--- src/rtl/srm_pkg.sv ---
// ---------------------------------------------------------------------------
// srm_pkg
// Shared definitions for the Simple RISC Machine controller slice.
//   - opcode / op field encodings
//   - controller state codes
//   - mem_cmd codes (MNONE / MREAD / MWRITE)
//   - vsel codes (VSEL_C / VSEL_PC / VSEL_IMM / VSEL_MDATA)
//   - small decode helpers shared by the controller
// ---------------------------------------------------------------------------
package srm_pkg;

  // Instruction class encodings held in instr[15:13]
  localparam logic [2:0] OPC_LDR  = 3'b011;
  localparam logic [2:0] OPC_STR  = 3'b100;
  localparam logic [2:0] OPC_ALU  = 3'b101;
  localparam logic [2:0] OPC_MOV  = 3'b110;
  localparam logic [2:0] OPC_HALT = 3'b111;

  // Sub-operation encodings held in instr[12:11]
  localparam logic [1:0] OP_MOV_REG = 2'b00;
  localparam logic [1:0] OP_MOV_IMM = 2'b10;
  localparam logic [1:0] OP_ADD     = 2'b00;
  localparam logic [1:0] OP_CMP     = 2'b01;
  localparam logic [1:0] OP_AND     = 2'b10;
  localparam logic [1:0] OP_MVN     = 2'b11;
  localparam logic [1:0] OP_MEM     = 2'b00;

  // Controller states, kept as plain constants so older tools and
  // netlist viewers see a fixed binary code for every state
  typedef logic [4:0] state_t;
  localparam state_t S_RST       = 5'd0;
  localparam state_t S_IF1       = 5'd1;
  localparam state_t S_IF2       = 5'd2;
  localparam state_t S_UPD_PC    = 5'd3;
  localparam state_t S_DECODE    = 5'd4;
  localparam state_t S_GET_A     = 5'd5;
  localparam state_t S_GET_B     = 5'd6;
  localparam state_t S_EXEC      = 5'd7;
  localparam state_t S_WR_REG    = 5'd8;
  localparam state_t S_WR_IMM    = 5'd9;
  localparam state_t S_ADDR_CALC = 5'd10;
  localparam state_t S_LD_ADDR   = 5'd11;
  localparam state_t S_MEM_RD    = 5'd12;
  localparam state_t S_MEM_WB    = 5'd13;
  localparam state_t S_ST_B      = 5'd14;
  localparam state_t S_ST_C      = 5'd15;
  localparam state_t S_MEM_WR    = 5'd16;
  localparam state_t S_HALT      = 5'd17;

  // Memory command codes
  localparam logic [1:0] MNONE  = 2'b00;
  localparam logic [1:0] MREAD  = 2'b01;
  localparam logic [1:0] MWRITE = 2'b10;

  // Register-file write-data source select
  localparam logic [1:0] VSEL_C     = 2'b00;
  localparam logic [1:0] VSEL_PC    = 2'b01;
  localparam logic [1:0] VSEL_IMM   = 2'b10;
  localparam logic [1:0] VSEL_MDATA = 2'b11;

  // CMP only updates status flags, never a register
  function automatic logic is_cmp(input logic [2:0] opc, input logic [1:0] o);
    return (opc == OPC_ALU) && (o == OP_CMP);
  endfunction

  // Instructions whose ALU pass must ignore the A operand
  function automatic logic uses_zero_a(input logic [2:0] opc, input logic [1:0] o);
    return ((opc == OPC_MOV) && (o == OP_MOV_REG)) ||
           ((opc == OPC_ALU) && (o == OP_MVN));
  endfunction

endpackage

--- src/rtl/srm_instr_dec.sv ---
// ---------------------------------------------------------------------------
// srm_instr_dec
// Purely combinational field extraction from the instruction register.
// Ports:
//   instr   in   W   current IR contents
//   opcode  out  3   instr[15:13]
//   op      out  2   instr[12:11]
//   rn      out  3   instr[10:8]
//   rd      out  3   instr[7:5]
//   sh      out  2   instr[4:3]
//   rm      out  3   instr[2:0]
//   sximm5  out  W   instr[4:0] sign-extended
//   sximm8  out  W   instr[7:0] sign-extended
// ---------------------------------------------------------------------------
module srm_instr_dec #(
  parameter int W = 16
) (
  input  logic [W-1:0] instr,
  output logic [2:0]   opcode,
  output logic [1:0]   op,
  output logic [2:0]   rn,
  output logic [2:0]   rd,
  output logic [1:0]   sh,
  output logic [2:0]   rm,
  output logic [W-1:0] sximm5,
  output logic [W-1:0] sximm8
);

  // Fixed field positions of the 16-bit instruction format
  assign opcode = instr[15:13];
  assign op     = instr[12:11];
  assign rn     = instr[10:8];
  assign rd     = instr[7:5];
  assign sh     = instr[4:3];
  assign rm     = instr[2:0];

  // Immediates replicate their top bit out to the full datapath width
  assign sximm5 = {{(W-5){instr[4]}}, instr[4:0]};
  assign sximm8 = {{(W-8){instr[7]}}, instr[7:0]};

endmodule

--- src/rtl/srm_ctrl_fsm.sv ---
// ---------------------------------------------------------------------------
// srm_ctrl_fsm
// Moore controller sequencing the Simple RISC Machine datapath through
// fetch, PC update, decode, operand read, ALU, writeback and LDR/STR
// memory access. Every output is a decode of the current state plus instr.
//
// Build option:
//   SRM_MEM_STALL_EN  when defined, IF1 / MEM_RD / MEM_WR wait for mem_ready;
//                     otherwise memory is fixed 1-cycle latency and
//                     mem_ready is ignored.
//
// Ports:
//   clk        in   1     system clock, rising edge
//   reset      in   1     asynchronous, active-high
//   instr      in   W     current IR contents
//   mem_ready  in   1     memory handshake (stall build only)
//   load_ir    out  1     IR load strobe
//   load_pc    out  1     PC load strobe
//   reset_pc   out  1     selects 0 as next PC
//   addr_sel   out  1     1 = PC drives memory address, 0 = data-address reg
//   load_addr  out  1     data-address register load
//   mem_cmd    out  2     00 none, 01 read, 10 write
//   vsel       out  2     register write source (C / PC / sximm8 / mdata)
//   asel       out  1     force ALU A operand to zero
//   bsel       out  1     select sximm5 as ALU B operand
//   ALUop      out  2     ALU operation
//   shift      out  2     B-operand shifter control
//   loada/loadb/loadc/loads/write  out 1 each  datapath register strobes
//   readnum    out  3     register file read port
//   writenum   out  3     register file write port
//   sximm8     out  W     sign-extended instr[7:0]
//   sximm5     out  W     sign-extended instr[4:0]
//   halted     out  1     high in HALT
// ---------------------------------------------------------------------------
module srm_ctrl_fsm
  import srm_pkg::*;
#(
  parameter int PC_W = 9,
  parameter int W    = 16
) (
  input  logic         clk,
  input  logic         reset,
  input  logic [W-1:0] instr,
  input  logic         mem_ready,
  output logic         load_ir,
  output logic         load_pc,
  output logic         reset_pc,
  output logic         addr_sel,
  output logic         load_addr,
  output logic [1:0]   mem_cmd,
  output logic [1:0]   vsel,
  output logic         asel,
  output logic         bsel,
  output logic [1:0]   ALUop,
  output logic [1:0]   shift,
  output logic         loada,
  output logic         loadb,
  output logic         loadc,
  output logic         loads,
  output logic         write,
  output logic [2:0]   readnum,
  output logic [2:0]   writenum,
  output logic [W-1:0] sximm8,
  output logic [W-1:0] sximm5,
  output logic         halted
);

  // The PC width belongs to the datapath; it is carried here so both
  // blocks are instantiated from the same parameter set
  localparam int unused_pc_w = PC_W;

  state_t       state;
  state_t       state_nxt;
  logic         mem_go;
  logic [2:0]   opcode;
  logic [1:0]   op;
  logic [2:0]   rn;
  logic [2:0]   rd;
  logic [1:0]   sh;
  logic [2:0]   rm;
  logic [W-1:0] dec_sximm5;
  logic [W-1:0] dec_sximm8;

  srm_instr_dec #(.W(W)) u_dec (
    .instr  (instr),
    .opcode (opcode),
    .op     (op),
    .rn     (rn),
    .rd     (rd),
    .sh     (sh),
    .rm     (rm),
    .sximm5 (dec_sximm5),
    .sximm8 (dec_sximm8)
  );

  // Memory-facing states either wait on the handshake or assume the
  // access always completes in one cycle
`ifdef SRM_MEM_STALL_EN
  assign mem_go = mem_ready;
`else
  logic unused_mem_ready;
  assign unused_mem_ready = mem_ready;
  assign mem_go           = 1'b1;
`endif

  // State register; reset is asynchronous so strobes drop the moment
  // reset rises, before any further write can complete
  always_ff @(posedge clk or posedge reset) begin
    if (reset) begin
      state <= S_RST;
    end else begin
      state <= state_nxt;
    end
  end

  // Next-state logic. Unsupported encodings fall back to IF1 so they
  // behave as NOPs; unknown state codes recover through RST
  always_comb begin
    state_nxt = S_RST;
    case (state)
      S_RST:       state_nxt = S_IF1;
      S_IF1:       state_nxt = mem_go ? S_IF2 : S_IF1;
      S_IF2:       state_nxt = S_UPD_PC;
      S_UPD_PC:    state_nxt = S_DECODE;
      S_DECODE: begin
        state_nxt = S_IF1;
        if ((opcode == OPC_MOV) && (op == OP_MOV_IMM)) begin
          state_nxt = S_WR_IMM;
        end else if ((opcode == OPC_MOV) && (op == OP_MOV_REG)) begin
          state_nxt = S_GET_B;
        end else if (opcode == OPC_ALU) begin
          state_nxt = S_GET_A;
        end else if (((opcode == OPC_LDR) || (opcode == OPC_STR)) && (op == OP_MEM)) begin
          state_nxt = S_GET_A;
        end else if (opcode == OPC_HALT) begin
          state_nxt = S_HALT;
        end
      end
      S_GET_A:     state_nxt = (opcode == OPC_ALU) ? S_GET_B : S_ADDR_CALC;
      S_GET_B:     state_nxt = S_EXEC;
      S_EXEC:      state_nxt = is_cmp(opcode, op) ? S_IF1 : S_WR_REG;
      S_WR_REG:    state_nxt = S_IF1;
      S_WR_IMM:    state_nxt = S_IF1;
      S_ADDR_CALC: state_nxt = S_LD_ADDR;
      S_LD_ADDR:   state_nxt = (opcode == OPC_STR) ? S_ST_B : S_MEM_RD;
      S_MEM_RD:    state_nxt = mem_go ? S_MEM_WB : S_MEM_RD;
      S_MEM_WB:    state_nxt = S_IF1;
      S_ST_B:      state_nxt = S_ST_C;
      S_ST_C:      state_nxt = S_MEM_WR;
      S_MEM_WR:    state_nxt = mem_go ? S_IF1 : S_MEM_WR;
      S_HALT:      state_nxt = S_HALT;
      default:     state_nxt = S_RST;
    endcase
  end

  // Output decode. Everything starts from the quiet default and each
  // state switches on only its own strobes. RST additionally clears the
  // instruction-derived outputs so the whole port is 0 apart from the
  // PC reset pair
  always_comb begin
    load_ir   = 1'b0;
    load_pc   = 1'b0;
    reset_pc  = 1'b0;
    addr_sel  = 1'b1;
    load_addr = 1'b0;
    mem_cmd   = MNONE;
    vsel      = VSEL_C;
    asel      = 1'b0;
    bsel      = 1'b0;
    ALUop     = op;
    shift     = sh;
    loada     = 1'b0;
    loadb     = 1'b0;
    loadc     = 1'b0;
    loads     = 1'b0;
    write     = 1'b0;
    readnum   = 3'd0;
    writenum  = 3'd0;
    sximm8    = dec_sximm8;
    sximm5    = dec_sximm5;
    halted    = 1'b0;
    case (state)
      S_RST: begin
        reset_pc = 1'b1;
        load_pc  = 1'b1;
        addr_sel = 1'b0;
        ALUop    = 2'b00;
        shift    = 2'b00;
        sximm8   = '0;
        sximm5   = '0;
      end
      S_IF1: begin
        mem_cmd = MREAD;
      end
      S_IF2: begin
        mem_cmd = MREAD;
        load_ir = 1'b1;
      end
      S_UPD_PC: begin
        load_pc = 1'b1;
      end
      S_GET_A: begin
        readnum = rn;
        loada   = 1'b1;
      end
      S_GET_B: begin
        readnum = rm;
        loadb   = 1'b1;
      end
      S_EXEC: begin
        loadc = 1'b1;
        loads = is_cmp(opcode, op);
        asel  = uses_zero_a(opcode, op);
        if (opcode == OPC_MOV) begin
          ALUop = OP_ADD;
        end
      end
      S_WR_REG: begin
        vsel     = VSEL_C;
        writenum = rd;
        write    = 1'b1;
      end
      S_WR_IMM: begin
        vsel     = VSEL_IMM;
        writenum = rn;
        write    = 1'b1;
      end
      S_ADDR_CALC: begin
        bsel  = 1'b1;
        ALUop = OP_ADD;
        loadc = 1'b1;
      end
      S_LD_ADDR: begin
        load_addr = 1'b1;
      end
      S_MEM_RD: begin
        addr_sel = 1'b0;
        mem_cmd  = MREAD;
      end
      S_MEM_WB: begin
        addr_sel = 1'b0;
        mem_cmd  = MREAD;
        vsel     = VSEL_MDATA;
        writenum = rd;
        write    = 1'b1;
      end
      S_ST_B: begin
        readnum = rd;
        loadb   = 1'b1;
        shift   = 2'b00;
      end
      S_ST_C: begin
        asel  = 1'b1;
        ALUop = OP_ADD;
        loadc = 1'b1;
      end
      S_MEM_WR: begin
        addr_sel = 1'b0;
        mem_cmd  = MWRITE;
      end
      S_HALT: begin
        halted = 1'b1;
      end
      default: begin
      end
    endcase
  end

endmodule
--- config.mk ---
export PLATFORM = sky130hd
export DESIGN_NAME = srm_ctrl_fsm
export DESIGN_NICKNAME = d
export VERILOG_FILES = /design/src/rtl/srm_pkg.sv /design/src/rtl/srm_instr_dec.sv /design/src/rtl/srm_ctrl_fsm.sv
export SDC_FILE = /design/constraint.sdc
export NUM_CORES = 1
export LEC_CHECK = 0
export CORE_ASPECT_RATIO = 0.5
export CORE_MARGIN = 2
export CORE_UTILIZATION = 39
export CTS_BUF_LIST = sky130_fd_sc_hd__clkbuf_8
export CTS_CLUSTER_DIAMETER = 100
export DETAILED_ROUTE_END_ITERATION = 8
export GPL_TIMING_DRIVEN = 1
export HOLD_SLACK_MARGIN = 0.08
export PLACE_DENSITY = 0.85
export SLEW_MARGIN = 20
export SYNTH_ARGS = -nofsm -noshare
export SYNTH_HDL_FRONTEND = slang
export SYNTH_SLANG_ARGS = --single-unit
--- constraint.sdc ---
create_clock -name clk -period 3.5 [get_ports clk]
set_clock_uncertainty 0.2 [all_clocks]
set_input_delay 0.7 -clock clk [delete_from_list [all_inputs] [get_ports clk]]
set_output_delay 0.7 -clock clk [all_outputs]
set_load 0.05 [all_outputs]
==> results.md, run 1 <==
- Clock Latency Late Sink: 0.22 ns
- Post-layout util: 0.7617
- Reg2Reg Depth: 4
- Min cycle time layout: 3.270 ns
- Worst IR drop on VDD: 0.0004967 V
- Die Width: 80.08 µm
- Post-CTS setup buffer count: 0
- GRT Resource Usage Total: 0.2202
- Maximum clock path buffer count: 2
- Crit Path Category: reg -> out
- R2R Path End: state[1]
- Worst-path fanout max: 10
- DRC viols: 0
- Post-synth EDFFs: 0
- Setup crit end kind: output port
- DRT antenna net count: 0
- Syn Inst Count: 151
- Max-Slew Margin vs Limit: 0.6248
- Outcome: finished, final reports clean
- Starting Density: 0.4231
- Nets: 222
- Layout cell share with drive strength beyond 1: 0.2525
- I/O pin cnt: 78
- Initial antenna violation count: 0
- Post-DP HPWL: 2944 µm
- Pwr Density: 1013 nW/µm²
- Root Buffer: clkbuf_8
- Clock-pin slew on the worst setup and hold paths: ~0.04 ns
- Reg-to-reg slack, setup: about 1.8 ns
- IO buf count: between 70 and 80
- WP data arrival: 2.37 ns
- Most flops, register: state
- Final setup viols: 0
- # hold bufs at CTS: 0
- Post-CTS Resized: 0
- Unrepaired setup endpoints after global routing: false
- Avg WL per Cell: about 16 µm
- Leak: 0.8225 nW
- Tcrit/Tclk final: 0.9343
- Area grow syn2layout: 80.04%
- Largest regs: state (5)
- Antenna diodes: 0
- Syn_nets: 170
- Max Cap Viol: 0
- Post-synth ARST share: 1.000
- Hold WC Path Type: in -> async
- Synth Register Bits: 5
- Initial drt markers: 47
- Synth Cell Area: 1129 µm²
- Sequential area share after synthesis: 0.1109
- Routed WL: 3755 µm
- Largest net degree at the start of global routing: 16
- Vias in the first global route: 1,225
- Yosys warns: 0
- CTS tree: done
- Row count: 13
- Fmax: 0.3058 GHz
- RePlAce Congestion: 0.9172
- Vias: ~1,300
- Die ar.: 3366 µm²
- Non-filler cells, final: 239
- First-pass GRT wire length: about 6000 µm
- Clk sinks: 5
- Mean Syn Cell Area: 7.474 µm²
- Ys flop type: dfrtp_1
- Worst reg2reg path startpoint: state[0]
- Hold Fails Final Rpt: 0
- Startpoint class of the critical path: flop
- Core footprint: 2668 µm²
- DR pass1 iterations: 4
- Crit path required time: 2.60 ns
- Commonest non-fill, non-tap cells in the layout: clkdlybuf4s50_1, buf_12, nor2b_1
- Slew Viols, Final: 0
- Die height: ~42 µm
- Cell variety after synth: between 40 and 50
- Most common cell after layout, fill and taps aside: clkdlybuf4s50_1
- GR Overflow Total: 0
- Inst Count DP: 235
- Worst Tran Pin Value: 0.5617 ns
- Largest register FFs: 5
- Clock buffer count from CTS: 3
- # H-tree levels: 1
- DR vias/cell: between 5 and 6
through the flow:
step | setup WS (ns) | TNS [ns] | power (W) | area, µm² | hold slack (ns)
CTS | 0.2342 | 0 | 0.002061 | 2032 | 0.5070
finish | 0.2301 | 0 | 0.002057 | 2032 | 0.5142
global placement | 0.4093 | 0 | 0.001917 | 1987 | 0.5728
floorplan | -0.1841 | -0.3682 | 0.001395 | 1135 | 0.2785
detailed placement | 0.3782 | 0 | 0.001945 | 1987 | 0.5799
global route | 0.1471 | 0 | 0.002153 | 2032 | 0.5303
synthesized netlist by cell type (3+ instances only):
cell type	number	area share
buf_4	27	0.18
nor2b_1	14	0.078
nand3_1	11	0.049
nor2_1	7	0.023
nand2b_1	6	0.033
nor3_1	6	0.027
buf_2	5	0.022
dfrtp_1	5	0.11
nand4_1	5	0.028
a21oi_1	4	0.018
inv_1	4	0.013
a22o_1	3	0.023
and2_1	3	0.017
buf_6	3	0.030
clkbuf_1	3	0.010
nor4b_1	3	0.023
worst max-delay path by stage:
stage,depth (start not counted),endpoint,from
2_1_floorplan,4,ALUop[0],state[1]
3_3_place_gp,5,ALUop[0],instr[15]
3_5_place_dp,3,sximm5[3],instr[3]
4_1_cts,5,readnum[2],state[1]
5_1_grt,5,readnum[2],state[1]
6_report,5,readnum[1],state[1]
routing by layer:
metal,routed length [µm],vias to the layer above,track usage
met1,1539,594,0.2922
met2,1818,79,0.3667
met3,344,6,0.02802
li1,-,624,-
met5,0,-,0
met4,53,0,0.08136
worst max-delay path: stages (launching register included):
cell and delay [ns]:
dfrtp_1 0.47, buf_4 0.23, nor3b_2 0.40, nand3_1 0.14, nand3_1 0.11, clkdlybuf4s50_1 0.80
cell type report:
| cell class | instances | area (µm²) |
|---|---|---|
| Timing Repair Buffer | 85 | 1079 |
| Multi-Input combinational cell | 103 | 718.2 |
| Fill cell | 178 | 635.6 |
| Sequential cell | 5 | 125.1 |
| Tap cell | 37 | 46.29 |
| Clock buffer | 3 | 41.29 |
| Inverter | 5 | 18.77 |
| Clock inverter | 1 | 3.754 |
logic make-up after synthesis:
family          count (synthesis)  synth area share
buf+inv                        43            0.2583
flops                           5            0.1109
xor+xnor                        2           0.01552
compound gates                 26            0.1840
simple gates                   75            0.4313
power breakdown:
| group | internal (W) | leakage (nW) | switching (W) |
|---|---|---|---|
| Sequential | 0.0000837 | 0.0622 | 0.0000616 |
| Clock | 0.0000753 | 0.0269 | 0.0000298 |
| Combinational | 0.000690 | 0.733 | 0.00112 |
| Total | 0.000849 | 0.823 | 0.00121 |
Power figures use the tool's default switching activity.
==> run 2, diff against run 1 <==
--- a/config.mk
+++ b/config.mk
@@ -5,15 +5,17 @@
 export SDC_FILE = /design/constraint.sdc
 export NUM_CORES = 1
 export LEC_CHECK = 0
+export ABC_AREA = 1
 export CORE_ASPECT_RATIO = 0.5
 export CORE_MARGIN = 2
-export CORE_UTILIZATION = 39
+export CORE_UTILIZATION = 37
 export CTS_BUF_LIST = sky130_fd_sc_hd__clkbuf_8
 export CTS_CLUSTER_DIAMETER = 100
 export DETAILED_ROUTE_END_ITERATION = 8
 export GPL_TIMING_DRIVEN = 1
 export HOLD_SLACK_MARGIN = 0.08
-export PLACE_DENSITY = 0.85
+export PLACE_DENSITY = 0.88
+export SKIP_LAST_GASP = 1
 export SLEW_MARGIN = 20
 export SYNTH_ARGS = -nofsm -noshare
 export SYNTH_HDL_FRONTEND = slang
==> run 2 against run 1 <==
Worst setup slack improved by 0.067 ns. Global-route usage shrank 3.7 points. Total power shrank 19%. Die area fell by 5.0%. Flip-flop and latch count did not move. Highest routed layer is now met3. Critical path depth grew 1. First-iteration DRC count fell by 13%. Clock power about the same. Cell count is 18% higher. Sequential power fell by 26%. Critical endpoint is now writenum[0].
==> results.md, run 2 <==
- I/O pin cnt: 78
- Non-filler cells, final: 282
- Post-DP HPWL: 2613 µm
- Die Width: 78.02 µm
- Area grow syn2layout: 60.99%
- Starting Density: 0.3894
- Core footprint: 2603 µm²
- Hold Fails Final Rpt: 0
- Vias: 1,267
- Clk sinks: 5
- Inst Count DP: about 280
- Ys flop type: dfrtp_1
- Sequential area share after synthesis: 0.1235
- CTS tree: done
- Vias in the first global route: 1,052
- Most common cell after layout, fill and taps aside: nand2_1
- Slew Viols, Final: 0
- Worst Tran Pin Value: 0.5292 ns
- First-pass GRT wire length: between 4000 and 5000 µm
- Syn_nets: 209
- Synth Cell Area: 1013 µm²
- Fillers: 270
- Largest regs: state (5)
- Min cycle time layout: 3.203 ns
- Setup crit end kind: output port
- Post-synth top area share: 0.1926
- Placement Cell Area: 1587 µm²
- Post-synth EDFFs: 0
- # hold bufs at CTS: 0
- Post-CTS setup buffer count: 0
- Fin Setup TNS: 0 ns
- Mean Syn Cell Area: 5.334 µm²
- Post-CTS Resized: 0
- Yosys warns: 0
- Clock buffer count from CTS: 3
- GR Overflow Total: 0
- Syn Inst Count: 190
- Tot Pwr: 0.001666 W
- Antenna diodes: 0
- Commonest non-fill, non-tap cells in the layout: nand2_1, clkdlybuf4s50_1, inv_1
- DRC viols: 0
- Die ar.: between 3000 and 4000 µm²
- Unrepaired setup endpoints after global routing: false
- Max Cap Viol: 0
- Largest register FFs: 5
- Crit Path Category: reg -> out
- Synth top area cells: nand2_1, buf_4, inv_1
- Initial drt markers: between 40 and 50
- Layout cell share with drive strength beyond 1: 0.1796
- Yosys top cell by area: nand2_1
- Worst-path fanout max: 6
- Outcome: finished, final reports clean
- Root Buffer: clkbuf_8
- Maximum clock path buffer count: 2
- IO buf count: 76
- Hold WC Path Type: in -> async
- Startpoint class of the critical path: flop
- Initial antenna violation count: 0
- GRT Resource Usage Total: 0.1828
- Avg WL per Cell: 10.58 µm
- Routed WL: 2983 µm
- DR pass1 iterations: 4
- Max-Slew Margin vs Limit: 0.6461
- Largest net degree at the start of global routing: 14
- Top post-synthesis cells by count: nand2_1, inv_1, nor2_1
- Row count: 13
- Tcrit/Tclk final: 0.9152
- Crit path required time: roughly 2.6 ns
- Clock-pin slew on the worst setup and hold paths: 0.04 ns
- Post-route cell area: 1632 µm²
- WP data arrival: 2.30 ns
- Most flops, register: state
- Die height: approximately 41 µm
- Nets: 265
- Worst IR drop on VDD: 0.0004686 V
- Most frequent cell after synthesis: nand2_1
- # H-tree levels: 1
- Fmax: about 0.31 GHz
- Leak: 0.9249 nW
- Cell variety after synth: 20
- RePlAce Congestion: roughly 0.92
- DRT antenna net count: 0
- Pwr Density: approximately 1000 nW/µm²
- Post-synth ARST share: 1.000
- Clock Latency Late Sink: 0.22 ns
- DR vias/cell: 4.493
- Final setup viols: 0
- Synth Register Bits: 5
## run 2: power breakdown
part / total [W] / internal, W / switching [W] / leakage (nW)
Combinational: 0.00146 / 0.000404 / 0.00105 / 0.833
Sequential: 0.000108 / 0.0000787 / 0.0000297 / 0.0647
Clock: 0.000102 / 0.0000751 / 0.0000272 / 0.0269
Total: 0.00167 / 0.000558 / 0.00111 / 0.925
## run 2: final cells by class
type	count	area (µm²)	area share
clock buffers	3	41.29	0.02531
clock inverters	1	3.754	0.002301
inverters	39	147.6	0.09049
multi-input cells	121	549.3	0.3367
flip-flops and latches	5	125.1	0.07669
well taps	37	46.29	0.02837
repair buffers	76	718.2	0.4402
## run 2: critical path, stage by stage, from the launching register on
cell             delay (ns)
dfrtp_1                0.42
nor2_1                 0.35
nand3_1                0.18
nand2_1                0.14
nand2_1                0.05
o21ai_0                0.08
clkdlybuf4s50_1        0.85
## run 2: logic make-up after synthesis
| kind of cell | after synthesis | synth area share |
|---|---|---|
| buffers and inverters | 64 | 0.3346 |
| and+or+nand+nor | 106 | 0.4543 |
| DFF | 5 | 0.1235 |
| AOI/OAI and AO/OA | 15 | 0.08766 |
## run 2: path summary, 6_finish.rpt
path                          start           to  slack, ns  cells past startpoint
max in group asynchronous     reset     state[0]       2.46                      2
min in group clk           state[3]     state[0]       0.59                      4
min reg2reg                state[3]     state[0]       0.59                      4
max                        state[1]  writenum[0]       0.30                      6
max reg2reg                state[1]     state[1]       2.00                      5
min                           reset     state[3]       0.48                      2
## run 2: routing by layer
layer | wire length (µm) | share of wire | global-route usage | up-vias
li1 | - | - | - | 663
met1 | 1337 | 0.45 | 0.2341 | 557
met2 | 1466 | 0.49 | 0.3534 | 47
met3 | 179 | 0.060 | 0.02423 | 0
met4 | 0 | 0 | 0.02632 | 0
met5 | 0 | 0 | 0 | -
## run 2: metrics by stage
stage | setup slack (ns) | hold slack (ns) | utilization
CTS | 0.3137 | 0.4853 | 0.6269
global placement | 0.3892 | 0.5903 | 0.6096
global route | 0.1477 | 0.5109 | 0.6269
floorplan | 0.6946 | 0.2785 | -
detailed placement | 0.3596 | 0.5929 | 0.6096
finish | 0.2968 | 0.4751 | 0.6269
==> RTL edit 1, RTL diff (config.mk and constraints of run 1) <==
Add a define of `SRM_MEM_STALL_EN`.
--- a/src/rtl/srm_ctrl_fsm.sv
+++ b/src/rtl/srm_ctrl_fsm.sv
@@ -34,2 +34,4 @@
 // ---------------------------------------------------------------------------
+`define SRM_MEM_STALL_EN
+
 module srm_ctrl_fsm
Behaviour: not the same (a bounded check fails within 4 cycles, from zero or initial values and one cycle with reset high).
==> RTL edit 1 against run 1 <==
Register-to-register slack got worse by 100 ps; final cell count increased by 4.6%; routed wire length is 8.0% lower; global-route usage is 1.7 points lower; cell area is 12% lower; setup slack worse by 1.2 ps; synthesized area is 1.4% lower; die area down 1.3%; sequential cell count is the same; non-clock buffer count fell by 2; sequential share of layout area rose by 0.85 points; critical path type is now in -> out; power decreased by 3.7%; combinational power is 5% lower.
==> RTL edit 1: results (changes against run 1) <==
Status
  – Status: completed

Finish
  – Fillers: 222 (+25%)
  – Layout Nets: 233 (+5.0%)

Detailed routing
  – Routed WL: 3450 um (-8.0%)
  – WL met1: 1390 um (-9.9%)
  – Met3 wire len: 325 um (-5.5%)
  – Routed length on met2: 1700 um (-6.3%)
  – Via Count: 1304 (+0.077%)
  – Detailed router's first-iteration violation count: 53 (+13%)

Synth
  – Seq/Total Area, Yosys: 0.112 (+0.00162)
  – Compound-Gate Fraction of Synth Area: 0.205 (+0.0207)
  – Top cells by count, synth: buf_4, nor2_1, nand2_1
  – XOR/XNOR share of the synthesized area: 0 (-0.0155)
  – Synth Net Count: 178 (+4.7%)

Placed design
  – Place WS: 218 ps (-161 ps)
  – Inst Count DP: 246 (+4.7%)
  – Post-DP HPWL: 2760 um (-6.4%)
  – Placed Area: 1740 um^2 (-12%)

GRT
  – Largest net degree at the start of global routing: 17 (+1)
  – Vias in the first global route: 1188 (-3.0%)
  – First-pass GRT wire length: 5440 um (-9.8%)
  – Total Routing Usage GR: 0.203 (-0.0173)
  – GR Util met2: 0.360 (-0.00700)
  – Met3 Usage GRT: 0.0457 (+0.0176)

Setup path
  – CP delay by family, top: simple AND/OR/NAND/NOR gates
  – Critical Path Fanout Max: 6 (-4)
  – Flop2flop setup slack: 1650 ps (-100 ps)
  – Worst path slowest cell: or4b_1
  – Critical path's largest stage delay: 520 ps (-280 ps)

Power and ir drop
  – P_leak: 0.741 nW (-9.9%)
  – Max IR drop VDD: 0.000605 V (+22%)
  – Switching share of power: 0.630 (+0.0428)

Timing
  – Slew Limit Headroom: 0.607 (-0.0183)
  – Fin crit share: 0.935 (about the same)
-- RTL edit 1: area by class of cell --
| class | count | area [um^2] | area share |
|---|---|---|---|
| Tap cell | 37 | 46.3 | 0.0259 |
| Sequential cell | 5 | 125 | 0.0701 |
| Multi-Input combinational cell | 116 | 736 | 0.412 |
| Inverter | 5 | 18.8 | 0.0105 |
| Timing Repair Buffer | 83 | 813 | 0.456 |
| Clock buffer | 3 | 41.3 | 0.0231 |
| Clock inverter | 1 | 3.75 | 0.00210 |
-- RTL edit 1: worst paths after layout --
| check | cells past startpoint | to | startpoint |
|---|---|---|---|
| hold reg to reg | 2 | state[0]$_DFF_PP0_ | state[2]$_DFF_PP0_ |
| max in group asynchronous | 2 | state[1]$_DFF_PP0_ | reset |
| min in group clk | 2 | state[0]$_DFF_PP0_ | state[2]$_DFF_PP0_ |
| setup / recovery | 6 | asel | instr[11] |
| setup reg to reg | 4 | state[0]$_DFF_PP0_ | state[2]$_DFF_PP0_ |
| hold / removal | 2 | state[0]$_DFF_PP0_ | reset |
==> RTL edit 2, RTL diff (config.mk and constraints of run 1) <==
Without the edit above. Make the reset (`reset`) synchronous in one clocked block. Comments in the files are not updated.
--- a/src/rtl/srm_ctrl_fsm.sv
+++ b/src/rtl/srm_ctrl_fsm.sv
@@ -107,3 +107,3 @@
   // reset rises, before any further write can complete
-  always_ff @(posedge clk or posedge reset) begin
+  always_ff @(posedge clk) begin
     if (reset) begin
Check against the original RTL: differs if reset is asserted again (counterexample within 4 cycles, from zero or initial values and one cycle with reset high); with reset held inactive, the same outputs for 10 cycles.
==> RTL edit 2 against run 1 <==
First-iteration DRC count increased by 38%; synthesized area is 4.1% lower; sequential cell count did not move; routed wire length shrank 11%; cell area is 15% lower; global-route usage down 1.6 points; setup slack better by 21 ps; count of clock-buffer cells in the layout stayed put; critical endpoint is now sximm5[12].
Power is not compared: it rests on default switching activity, and its combinational part moved more than twofold at a synthesized area within 25%.
==> RTL edit 2: results (changes against run 1) <==
Status
  – Status: completed

Synth
  – Top cells by count, synth: buf_4, nor2_1, a21oi_1, nand2_1, nor3_1
  – Seq/Total Area, Yosys: 0.0925 (-0.0184)
  – Leading post-synthesis cells by cell area: buf_4, dfxtp_1, nor2_1, and2_1, nand2b_1
  – Async SR Flop Fraction: 0 (-1.00)
  – Synth Flop Type: dfxtp_1
  – Netlist cell types: 41 (-11%)
  – Gate Count Post-Synth: 166 (+9.9%)
  – Synth Net Count: 185 (+8.8%)

Clocking
  – Max clock buf depth: 2 (unchanged)

GRT
  – First-pass GRT wire length: 5150 um (-15%)
  – Largest net degree at the start of global routing: 21 (+5)
  – Total Routing Usage GR: 0.204 (-0.0159)
  – Vias in the first global route: 1160 (-5.3%)

Setup path
  – Crit path DAT: 2350 ps (-20 ps)
  – Critical Path Fanout Max: 14 (+4)

Detailed routing
  – Wirelength per Cell: 13.3 um (-15%)
  – Vias per inst: 5.30 (-2.8%)
  – Routed WL: 3360 um (-11%)
  – Detailed router's first-iteration violation count: 65 (+38%)

Timing
  – Worst Max-Slew Pin Slew: 533 ps (-28.4 ps)

Placed design
  – Inst Count DP: 248 (+5.5%)
  – Post-DP HPWL: 2670 um (-9.3%)
  – GPL Wtd Cong: 0.801 (-13%)

Finish
  – Share of cells above drive strength 1: 0.177 (-0.0757)
  – Layout Nets: 235 (+5.9%)

Hold path
  – Worst hold-check path type: reg -> reg
-- RTL edit 2: metal layers --
layer / routed length [um] / vias to the layer above / part of all wire / global-route usage
li1: - / 648 / - / -
met1: 1400 / 620 / 0.42 / 0.234
met2: 1700 / 63 / 0.51 / 0.412
met3: 226 / 4 / 0.067 / 0.0264
met4: 36 / 0 / 0.011 / 0.0833
met5: 0 / - / 0 / 0
-- RTL edit 2: logic make-up (layout without fill, tap and decap cells) --
family	Yosys count	count (layout)	share of synthesized area
compound gates	28	28	0.164
buf+inv	38	87	0.227
flops	5	5	0.0925
mux	3	3	0.0277
simple gates	92	92	0.489
-- RTL edit 2: critical path, stage by stage (launching register included) --
cell and delay (ps):
dfxtp_1 310, or2_4 270, or4_1 560, and2_4 270, clkdlybuf4s50_1 710
-- RTL edit 2: final timing paths --
path | endpoint | depth (start not counted) | startpoint | slack, ps
setup / recovery | sximm5[12] | 4 | state[2]$_SDFF_PP0_ | 250
hold / removal | state[1]$_SDFF_PP0_ | 2 | state[2]$_SDFF_PP0_ | 570
setup reg to reg | state[1]$_SDFF_PP0_ | 5 | state[0]$_SDFF_PP0_ | 1690
hold reg to reg | state[1]$_SDFF_PP0_ | 2 | state[2]$_SDFF_PP0_ | 570
-- RTL edit 2: power by group through the flow --
stage	Combinational, mW	Clock, mW	Sequential [mW]
2_1_floorplan	0.549	0	0.0662
3_3_place_gp	0.695	0	0.0704
3_5_place_dp	0.705	0	0.0709
4_1_cts	0.706	0.107	0.0703
5_1_grt	0.737	0.110	0.0718
6_report	0.704	0.107	0.0709
-- RTL edit 2: per-stage QoR --
stage               setup WS [ps]  area, um^2  hold WS (ps)  total power [mW]
finish                        251        1730           569             0.883
global route                  156        1730           612             0.919
CTS                           241        1730           557             0.883
detailed placement            387        1680           554             0.776
global placement              398        1680           528             0.766
floorplan                     155        1080           468             0.615
-- RTL edit 2: area by class of cell --
cell class	instances	area, um^2
Fill cell	238	892
Clock buffer	3	41.3
Sequential cell	5	100
Timing Repair Buffer	81	791
Multi-Input combinational cell	123	737
Clock inverter	1	3.75
Inverter	2	7.51
Tap cell	37	46.3
